**src/rtl/rv32i_types.sv**
```systemverilog
// rv32i_types
// Shared RV32I scheduling types used by the compare scheduler and its bench.
//   cmp_ops_t : branch-compare opcodes, encoded as the RV32I funct3 field
//   rs_t      : one compare reservation-station slot (operands, opcode, tag)
//   sal_t     : one result as it leaves on the common data bus
package rv32i_types;

  typedef enum logic [2:0] {
    beq  = 3'b000,
    bne  = 3'b001,
    blt  = 3'b100,
    bge  = 3'b101,
    bltu = 3'b110,
    bgeu = 3'b111
  } cmp_ops_t;

  typedef struct packed {
    logic [31:0] r1;
    logic [31:0] r2;
    cmp_ops_t    cmp_opcode;
    logic [3:0]  tag;
  } rs_t;

  typedef struct packed {
    logic [31:0] data;
    logic [3:0]  tag;
    logic        rdy;
  } sal_t;

endpackage

```
**src/rtl/rr_arbiter.sv**
```systemverilog
// rr_arbiter
// Rotating-priority arbiter: grants the first requesting slot found when
// scanning from i_ptr upward, wrapping modulo SIZE.
//   i_req   : request vector, one bit per slot
//   i_ptr   : slot with highest priority this cycle
//   i_en    : grant enable; with i_en=0 no grant is produced
//   o_grant : one-hot grant (all zero when nothing granted)
//   o_idx   : index of the selected slot (meaningful when o_valid=1)
//   o_valid : a grant was produced this cycle
module rr_arbiter #(
  parameter  int SIZE = 8,
  localparam int PW   = (SIZE > 1) ? $clog2(SIZE) : 1
) (
  input  logic [SIZE-1:0] i_req,
  input  logic [PW-1:0]   i_ptr,
  input  logic            i_en,
  output logic [SIZE-1:0] o_grant,
  output logic [PW-1:0]   o_idx,
  output logic            o_valid
);

  logic          w_found;
  logic [PW-1:0] w_idx;

  // Slot reached k steps after ptr, wrapping at SIZE (SIZE need not be a
  // power of two, so plain PW-bit overflow is not enough).
  function automatic logic [PW-1:0] slotAt(input logic [PW-1:0] ptr, input int k);
    int s;
    s = int'(ptr) + k;
    if (s >= SIZE) s = s - SIZE;
    return PW'(s);
  endfunction

  // Scan from the farthest offset back toward ptr so the nearest requester
  // is the last assignment and therefore wins.
  always_comb begin
    w_found = 1'b0;
    w_idx   = '0;
    for (int k = SIZE - 1; k >= 0; k--) begin
      if (i_req[slotAt(i_ptr, k)]) begin
        w_found = 1'b1;
        w_idx   = slotAt(i_ptr, k);
      end
    end
  end

  always_comb begin
    o_grant = '0;
    if (i_en && w_found) o_grant[w_idx] = 1'b1;
  end

  assign o_idx   = w_idx;
  assign o_valid = i_en && w_found;

endmodule

```
**src/rtl/cmp_sched.sv**
```systemverilog
// cmp_sched
// Compare-unit scheduler: picks one ready reservation-station slot per cycle
// (round robin), evaluates its branch compare, and queues the 0/1 result in a
// small FIFO that drains onto the common data bus.
//   i_clk       : clock, all state on rising edge
//   i_rst       : asynchronous active-low reset
//   i_flush     : drop all buffered results, no issue this cycle
//   i_rs_data   : slot contents (r1, r2, cmp_opcode, tag)
//   i_rs_valid  : slot occupied with operands resolved
//   o_issue_ack : one-hot grant; the station frees that slot at the same edge
//   o_cdb_valid : buffer head holds a result
//   i_cdb_ready : bus accepts the head this cycle
//   o_cdb_out   : head result, all zero when o_cdb_valid=0
import rv32i_types::*;

module cmp_sched #(
  parameter int SIZE  = 8,
  parameter int DEPTH = 4
) (
  input  logic                 i_clk,
  input  logic                 i_rst,
  input  logic                 i_flush,
  input  rs_t  [SIZE-1:0]      i_rs_data,
  input  logic [SIZE-1:0]      i_rs_valid,
  output logic [SIZE-1:0]      o_issue_ack,
  output logic                 o_cdb_valid,
  input  logic                 i_cdb_ready,
  output sal_t                 o_cdb_out
);

  localparam int PW = (SIZE > 1) ? $clog2(SIZE) : 1;
  localparam int AW = (DEPTH > 1) ? $clog2(DEPTH) : 1;
  localparam int CW = $clog2(DEPTH + 1);

  logic [PW-1:0]   r_rr_ptr;
  logic [AW-1:0]   r_head;
  logic [AW-1:0]   r_tail;
  logic [CW-1:0]   r_count;
  sal_t            r_buf [DEPTH];

  logic            w_pop;
  logic            w_issue_en;
  logic            w_push;
  logic [SIZE-1:0] w_grant;
  logic [PW-1:0]   w_idx;
  logic [PW-1:0]   w_next_ptr;
  rs_t             w_sel;
  logic            w_true;
  sal_t            w_result;

  // A pop frees a slot in the same edge, so a full buffer can still accept
  // an issue. Reset gates issue so nothing is granted while rst is low.
  assign w_pop      = (r_count != '0) && i_cdb_ready && !i_flush;
  assign w_issue_en = i_rst && !i_flush && ((r_count < CW'(DEPTH)) || w_pop);

  rr_arbiter #(.SIZE(SIZE)) u_arb (
    .i_req   (i_rs_valid),
    .i_ptr   (r_rr_ptr),
    .i_en    (w_issue_en),
    .o_grant (w_grant),
    .o_idx   (w_idx),
    .o_valid (w_push)
  );

  assign o_issue_ack = w_grant;
  assign w_sel       = i_rs_data[w_idx];
  assign w_next_ptr  = (w_idx == PW'(SIZE - 1)) ? '0 : w_idx + PW'(1);

  // Single shared compare unit for the granted slot; unknown opcodes give 0.
  always_comb begin
    w_true = 1'b0;
    case (w_sel.cmp_opcode)
      beq:     w_true = (w_sel.r1 == w_sel.r2);
      bne:     w_true = (w_sel.r1 != w_sel.r2);
      blt:     w_true = ($signed(w_sel.r1) <  $signed(w_sel.r2));
      bge:     w_true = ($signed(w_sel.r1) >= $signed(w_sel.r2));
      bltu:    w_true = (w_sel.r1 <  w_sel.r2);
      bgeu:    w_true = (w_sel.r1 >= w_sel.r2);
      default: w_true = 1'b0;
    endcase
  end

  assign w_result = {{31'd0, w_true}, w_sel.tag, 1'b1};

  // Control state: pointers, occupancy and arbitration pointer.
  always_ff @(posedge i_clk or negedge i_rst) begin
    if (!i_rst) begin
      r_rr_ptr <= '0;
      r_head   <= '0;
      r_tail   <= '0;
      r_count  <= '0;
    end else if (i_flush) begin
      r_head   <= '0;
      r_tail   <= '0;
      r_count  <= '0;
    end else begin
      if (w_push) begin
        r_tail   <= r_tail + AW'(1);
        r_rr_ptr <= w_next_ptr;
      end
      if (w_pop) r_head <= r_head + AW'(1);
      r_count <= r_count + CW'(w_push) - CW'(w_pop);
    end
  end

  // Result storage needs no reset: entries are only read while count>0.
  always_ff @(posedge i_clk) begin
    if (w_push) r_buf[r_tail] <= w_result;
  end

  assign o_cdb_valid = (r_count != '0);
  assign o_cdb_out   = o_cdb_valid ? r_buf[r_head] : '0;

endmodule

```
**config.mk**
```make
export PLATFORM = sky130hd
export DESIGN_NAME = cmp_sched
export DESIGN_NICKNAME = d
export VERILOG_FILES = /design/src/rtl/rv32i_types.sv /design/src/rtl/rr_arbiter.sv /design/src/rtl/cmp_sched.sv
export SDC_FILE = /design/constraint.sdc
export NUM_CORES = 1
export LEC_CHECK = 0
export CAP_MARGIN = 15
export CORE_AREA = 2 2 241 243
export DETAILED_ROUTE_END_ITERATION = 16
export DIE_AREA = 0 0 243 245
export GPL_TIMING_DRIVEN = 0
export MAX_ROUTING_LAYER = met4
export PLACE_DENSITY = 0.42
export SLEW_MARGIN = 20
export SYNTH_ARGS = -nofsm -noshare
export SYNTH_HDL_FRONTEND = slang
export SYNTH_SLANG_ARGS = --single-unit
```
**constraint.sdc**
```tcl
create_clock -name i_clk -period 7.15 [get_ports i_clk]
set_input_delay 1.0725 -clock i_clk [delete_from_list [all_inputs] [get_ports i_clk]]
set_output_delay 1.0725 -clock i_clk [all_outputs]
set_load 0.005 [all_outputs]
```
* Yosys cells after proc, flatten, opt, wreduce, memory -nomap -nowiden
Memory sizes are Yosys's and may differ from the RTL's.
Index checks and enable logic that the tools add are counted.
** Word-level totals
- Register bits :: 10
- Memories :: 1
- Word-level logic and storage cells :: 125
- Bits in writable memories :: 20
** Cells by class
- Bitwise logic cells :: 1
- Magnitude comparators :: 23
- Mux-type cells :: 55
- $add $sub $neg :: 20
- Eq/ne operators :: 8
- Reductions and logical operators :: 13
** Memories
- r_buf :: depth 4, width 5, rd ports 1, clocked after memory_dff 0, wr ports 1, line cmp_sched.sv:39 : sal_t r_buf [DEPTH];
** Operator list (count)
- binary-select mux 71 bit (select 3 bit) :: 1
- two-way mux 71 bit :: 1
- greater-or-equal comparator 32 bit :: 2
- < comparator 32 bit :: 2
- two-way mux 3 bit :: 18
- two-way mux 37 bit :: 1
- < comparator 3 x 4 -> 1 bit, second input constant :: 9
- == test 32 bit :: 1
- inequality test 32 bit :: 1
- greater-or-equal comparator 4 bit, second input constant :: 7
- binary-select mux 1 bit (select 3 bit) :: 8
- subtractor 3 x 1 -> 3 bit, second input constant :: 8
- two-way mux 1 bit :: 19
- adder 3 x 3 -> 4 bit, second input constant :: 4
- == test 3 bit, second input constant :: 5
- adder 3 x 2 -> 4 bit, second input constant :: 2
- two-way mux 2 bit :: 4
- two-way mux 8 bit :: 1
- logical AND 1 bit :: 6
- one-hot mux 1 bit (6 select lines) :: 1
- adder 2 x 1 -> 2 bit, second input constant :: 2
- adder 3 x 1 -> 4 bit, second input constant :: 1
- greater-or-equal comparator 3 x 4 -> 1 bit, second input constant :: 1
- nonzero test 2 bit :: 2
- other kinds (13) :: 13

* Logic depth before layout (Yosys ltp)
Gate-level depths: netlist of run 1.
- Word-level depth :: 18
- Gate-level depth with buffers :: 34
- Mapped depth without buffers :: 25

* Cells and area by module
Synthesis of run 1 repeated with hierarchy kept, for this count alone.
** Second synthesis, totals
- Cell total of the unflattened synthesis :: 587
- Area, all modules :: 7639.8 sq um
** Modules (own cells, without submodules)
- cmp_sched :: area an instance 6490.0 sq um, seq. area each 850.8 sq um, times used 1, cells an instance 462
- rr_arbiter :: area an instance 1149.9 sq um, seq. area each 0.0 sq um, times used 1, cells an instance 125

* Worst setup path before layout of run 1
Ideal clock, no wire load.
- Kind :: register to register
- Start :: register r_rr_ptr[0]
- End :: memory r_buf[0][4] (netlist bit), data pin
- Library setup time :: 195 ps
- Cell stages (with the launch flop) :: 34
- Data arrival time :: 5970 ps
- Slack :: 986 ps
- Clock period less this slack :: 6164 ps
- Data required time :: 6955 ps
- Buffers on the path :: 9
- Cell sequence :: dfrtp_1 -> buf_6 -> buf_2 -> buf_2 -> inv_1 -> ha_1 -> buf_2 -> buf_2 -> mux2i_1 -> nand2_1 -> o221ai_1 -> o221a_1 -> a2111oi_2 -> o32a_1 -> buf_4 -> inv_2 -> buf_6 -> buf_2 -> clkbuf_1 -> nand3_1 -> nand3_1 -> o21ai_0 -> ha_1 -> a21o_1 -> a21o_1 -> a21o_1 -> a21o_1 -> a211oi_1 -> o22a_1 -> nand3_1 -> mux2i_1 -> a21o_1 -> o2111ai_1 -> a221oi_2
** On the way
- Longest elaborated chain between the ends :: 17
- Elaborated cells between the ends (all ways) :: 70
- Classes of those cells :: 15 x add/sub; 12 x order compare; 7 x eq/ne; 35 x mux; 1 x reduce/logical
** RTL lines
- start: declaration :: line cmp_sched.sv:35 : logic [PW-1:0] r_rr_ptr;
- start signal: assignment :: line cmp_sched.sv:99 : r_rr_ptr <= w_next_ptr;
- adder 3 x 3 -> 4 bit :: line rr_arbiter.sv:29 : s = int'(ptr) + k;
- greater-or-equal comparator 4 bit / subtractor 3 x 1 -> 3 bit (equally long branches) :: line rr_arbiter.sv:30 : if (s >= SIZE) s = s - SIZE;
- two-way mux 3 bit :: line rr_arbiter.sv:30
- binary-select mux 1 bit (select 3 bit) :: line rr_arbiter.sv:40 : if (i_req[slotAt(i_ptr, k)]) begin
- two-way mux 1 bit (implied by the code) :: line rr_arbiter.sv:40
- two-way mux 3 bit (7 in series) :: line rr_arbiter.sv:40
- two-way mux 3 bit (*) :: line rr_arbiter.sv:40
- binary-select mux 71 bit (select 3 bit) (*) :: line cmp_sched.sv:66 : assign w_sel = i_rs_data[w_idx];
- two-way mux 71 bit (implied by the code) (*) :: line cmp_sched.sv:66
- greater-or-equal comparator 32 bit, or another cell as far along :: line cmp_sched.sv:78 : bgeu: w_true = (w_sel.r1 >= w_sel.r2);
- one-hot mux 1 bit (6 select lines) (*) :: line cmp_sched.sv:72 : case (w_sel.cmp_opcode)
- named net w_true :: line cmp_sched.sv:48 : logic w_true;
- end: declaration :: line cmp_sched.sv:39
The timed path passes the listed nets; every way through them passes the cells marked *. The select of a mux whose other input is x is not followed.

* Final worst setup path of run 1
- Start :: register r_rr_ptr[0]
- End :: memory r_buf[2][4] (netlist bit), data pin
The elaborated chain is that of the path after synthesis.

==> results of run 1 <==
## through the flow
| stage | worst slack (ns) | hold WS (ns) |
|---|---|---|
| 2_1_floorplan | 0.986 | 0.542 |
| 3_3_place_gp | -2.04 | 0.579 |
| 3_5_place_dp | -2.05 | 0.607 |
| 4_1_cts | 0.00774 | 0.618 |
| 5_1_grt | -0.00103 | 0.656 |
| 6_report | 0.291 | 0.612 |
## how the worst max path moves through the flow
stage	slack, ns	cells after the start	from	end
after global routing	-0.001	31	r_rr_ptr[0]	r_buf[2][4]
final	0.29	33	r_rr_ptr[0]	r_buf[2][4]
after global placement	-2.04	33	r_rr_ptr[0]	r_buf[2][4]
after detailed placement	-2.05	33	r_rr_ptr[0]	r_buf[3][4]
after CTS	0.008	31	r_rr_ptr[0]	r_buf[1][4]
after floorplan	0.99	33	r_rr_ptr[0]	r_buf[0][4]
## final cells by class
type / instances / area share (%)
diodes: 12 / 0.186
repair buffers: 600 / 37.1
multi-input cells: 1276 / 43.5
clock inverters: 2 / 0.209
plain buffers: 155 / 6.52
flip-flops and latches: 30 / 5.27
well taps: 765 / 5.92
clock buffers: 6 / 0.798
inverters: 19 / 0.480
## state kept, by name, summed over array words and instances, names as in the netlist
register  cells
r_tail        2
r_buf        20
r_count       3
r_head        2
r_rr_ptr      3
## worst max-delay path: cells and delay by family, from the launching register on
kind / cells / cell delay [ns]
buf+inv: 10 / 1.92
flops: 1 / 0.36
simple gates: 7 / 0.74
fa+ha+maj: 2 / 0.63
compound gates: 11 / 2.17
mux: 3 / 0.75
## cells in the mapped netlist (12+ instances only)
cell      number
a21o_1        17
a21oi_1       17
a311oi_1      32
a31oi_1       33
and3_1        34
buf_1         14
buf_2         25
buf_4         35
clkbuf_1      80
edfxtp_1      20
ha_1          42
inv_1         15
mux2i_1       30
mux4_2        15
nand2_1      606
nand3_1      251
nor2_1        24
nor3_1        12
o21ai_0       45
## layer usage
layer  vias to the layer above  routed length [µm]  part of all wire (%)
met5                         -                   0                     0
met2                       457               36100                    51
met3                        16                3940                   5.6
li1                       6237                   -                     -
met1                      6108               29900                    42
met4                         0                 371                  0.53
## cell families after synthesis
group / synth area share [%]
mux: 8.40
buf+inv: 9.94
xor+xnor: 1.27
simple gates: 49.6
flops: 10.1
fa+ha+maj: 6.49
other cells: 0.0446
compound gates: 14.2
## repair_timing
item / CTS / global route
pin swaps: 2 / 4
buffers inserted: 1 / 6
endpoints found under the setup margin: 8 / 4
resized for setup: 163 / 70
==> impl_metrics.csv, run 1 <==
group,metric,value,unit
run_status,status,"complete, no violations",
sta,finalSetupTns,0,ns
floorplanning,fp.coreArea,57000,µm²
setup_path,critical_path_class,"register to register",
clock_network,h-tree-depth,2,
yosys,async_flop_share,33.3,%
clock_network,postCtsHoldBufs,0,
yosys,syn_area_per_cell,5.79,µm²
global_routing,groute.usage.overall,23.3,%
yosys,synth-seq-cells,30,
placed_design,portBuffers,593,
setup_path,reg2reg_slack,0.29,ns
clock_network,clockBufferDepth,2,
floorplanning,rows,88,
yosys,synth_edf_count,20,
floorplanning,fp.dieH,245,µm
final_layout,final_common_cell,"nand2_1",
placed_design,place_inst,2839,
global_routing,grtUsageMet3,3.84,%
yosys,ys_top_cells_by_area,"nand2_1 27%, nand3_1 15%, edfxtp_1 7.2%, ha_1 6.3%, mux4_2 4.0%",
setup_path,r2r-end,"r_buf[2][4]",
drt,drtAntennaViolNets,0,
hold_path,hold_depth,2,
yosys,yosys_warnings,0,
final_layout,seq_area,851,µm²
sta,max_clock_freq,0.146,GHz
sta,period_needed,6.86,ns
clock_network,clock_sinks,30,
clock_network,cts-root-buf,"clkbuf_16",
setup_path,worstPathArrival,6.88,ns
global_routing,grt-busiest-layer,"met2",
global_routing,overflow,0,
global_routing,grt_pass1_vias,13400,
placed_design,finalWeightedCongestion,0.904,
hold_path,holdPathEnd,"r_tail[1]",
hold_path,hp-class,"register to register",
global_routing,grtUsageMet1,28.2,%
drt,firstDrtPassIters,5,
drt,drt_iter0_drc,770,
sta,fin_crit_sh,95.9,%
setup_path,slowest_stage,"clkbuf_2",
yosys,syn-instance-count,1451,
clock_network,numCtsBuffers,5,
setup_path,r2r_start,"r_rr_ptr[0]",
drt,drcViolationCount,0,
final_layout,multi_input_area,7030,µm²
floorplanning,start_util,14.7,%
clock_network,cts_tree,"done",
sta,finalHoldViolations,0,
sta,clock-skew-final,0.00325,ns
sta,setup-violations-final,0,
drt,vias,12800,
clock_network,insertion_delay,0.27,ns
final_layout,drive_above_1_share,10.1,%
final_layout,area_growth,92.4,%
global_routing,antenna_found_initial,11,
sta,maxSlewViolCount,0,
drt,routed_wl,70.3,mm
setup_path,cp-end-kind,"register",
drt,via_per_inst,4.47,
global_routing,gr-usage-met2,42.0,%
setup_path,required,7.17,ns
sta,worstMarginPinSlew,0.995,ns
clock_network,cts.clk_slew.worst_paths,0.05,ns
yosys,netlist_area,8400,µm²
global_routing,grt_pass1_wl,97.9,mm
yosys,seq_area_frac_synth,10.1,%
yosys,synth_top_area_share,27.1,%
yosys,synth_largest_area_cell,"nand2_1",
floorplanning,io_pins,626,
yosys,synth_ff_type,"edfxtp_1",
yosys,synth_cell_types,60,
final_layout,design_area,16200,µm²
flow_run,cap_violations,0,
setup_path,ff2ff_path_depth,33,
final_layout,utilization,28.3,%
setup_path,cpMostUsedCell,"buf_6",
setup_path,cp_max_fo,10,
setup_path,start_kind,"register",
final_layout,stdcell_count,2865,
setup_path,critPathMaxStageDelay,0.39,ns
drt,wl_per_cell,24.5,µm
final_layout,final_cell_mix,"606 x nand2_1, 585 x clkdlybuf4s50_1, 250 x nand3_1, 52 x buf_4, 41 x ha_1",
floorplanning,dieArea,59500,µm²
final_layout,n_fill_cell,6509,
final_layout,nNetsFinal,2710,
hold_path,min_from,"r_tail[1]",
placed_design,dp_hpwl,59.5,mm
placed_design,placed_area,15400,µm²
sta,max_slew_margin,33.7,%
global_routing,grt_max_degree,15,
floorplanning,die_w,243,µm
Power of run 1 is not shown: default switching activity piles up to over one toggle a cycle in this logic, so the estimate is an artifact.
==> inputs of run 2 (changes only) <==
--- a/config.mk
+++ b/config.mk
@@ -7,6 +7,7 @@
 export LEC_CHECK = 0
 export CAP_MARGIN = 15
 export CORE_AREA = 2 2 241 243
+export CTS_CLUSTER_SIZE = 30
 export DETAILED_ROUTE_END_ITERATION = 16
 export DIE_AREA = 0 0 243 245
 export GPL_TIMING_DRIVEN = 0
==> results of run 2 <==
Same layout as run 1: the final DEF is identical, and so are final timing and power.
Power of run 2 is left out for the same reason.
==> inputs of run 3 (changes only) <==
--- a/config.mk
+++ b/config.mk
@@ -7,13 +7,14 @@
 export LEC_CHECK = 0
 export CAP_MARGIN = 15
 export CORE_AREA = 2 2 241 243
+export CTS_CLUSTER_DIAMETER = 200
 export CTS_CLUSTER_SIZE = 30
 export DETAILED_ROUTE_END_ITERATION = 16
 export DIE_AREA = 0 0 243 245
 export GPL_TIMING_DRIVEN = 0
 export MAX_ROUTING_LAYER = met4
 export PLACE_DENSITY = 0.42
-export SLEW_MARGIN = 20
+export SLEW_MARGIN = 25
 export SYNTH_ARGS = -nofsm -noshare
 export SYNTH_HDL_FRONTEND = slang
 export SYNTH_SLANG_ARGS = --single-unit
==> results of run 3 <==
Same layout as run 1: the final DEF is identical, and so are final timing and power.
Power of run 3 is left out for the same reason.
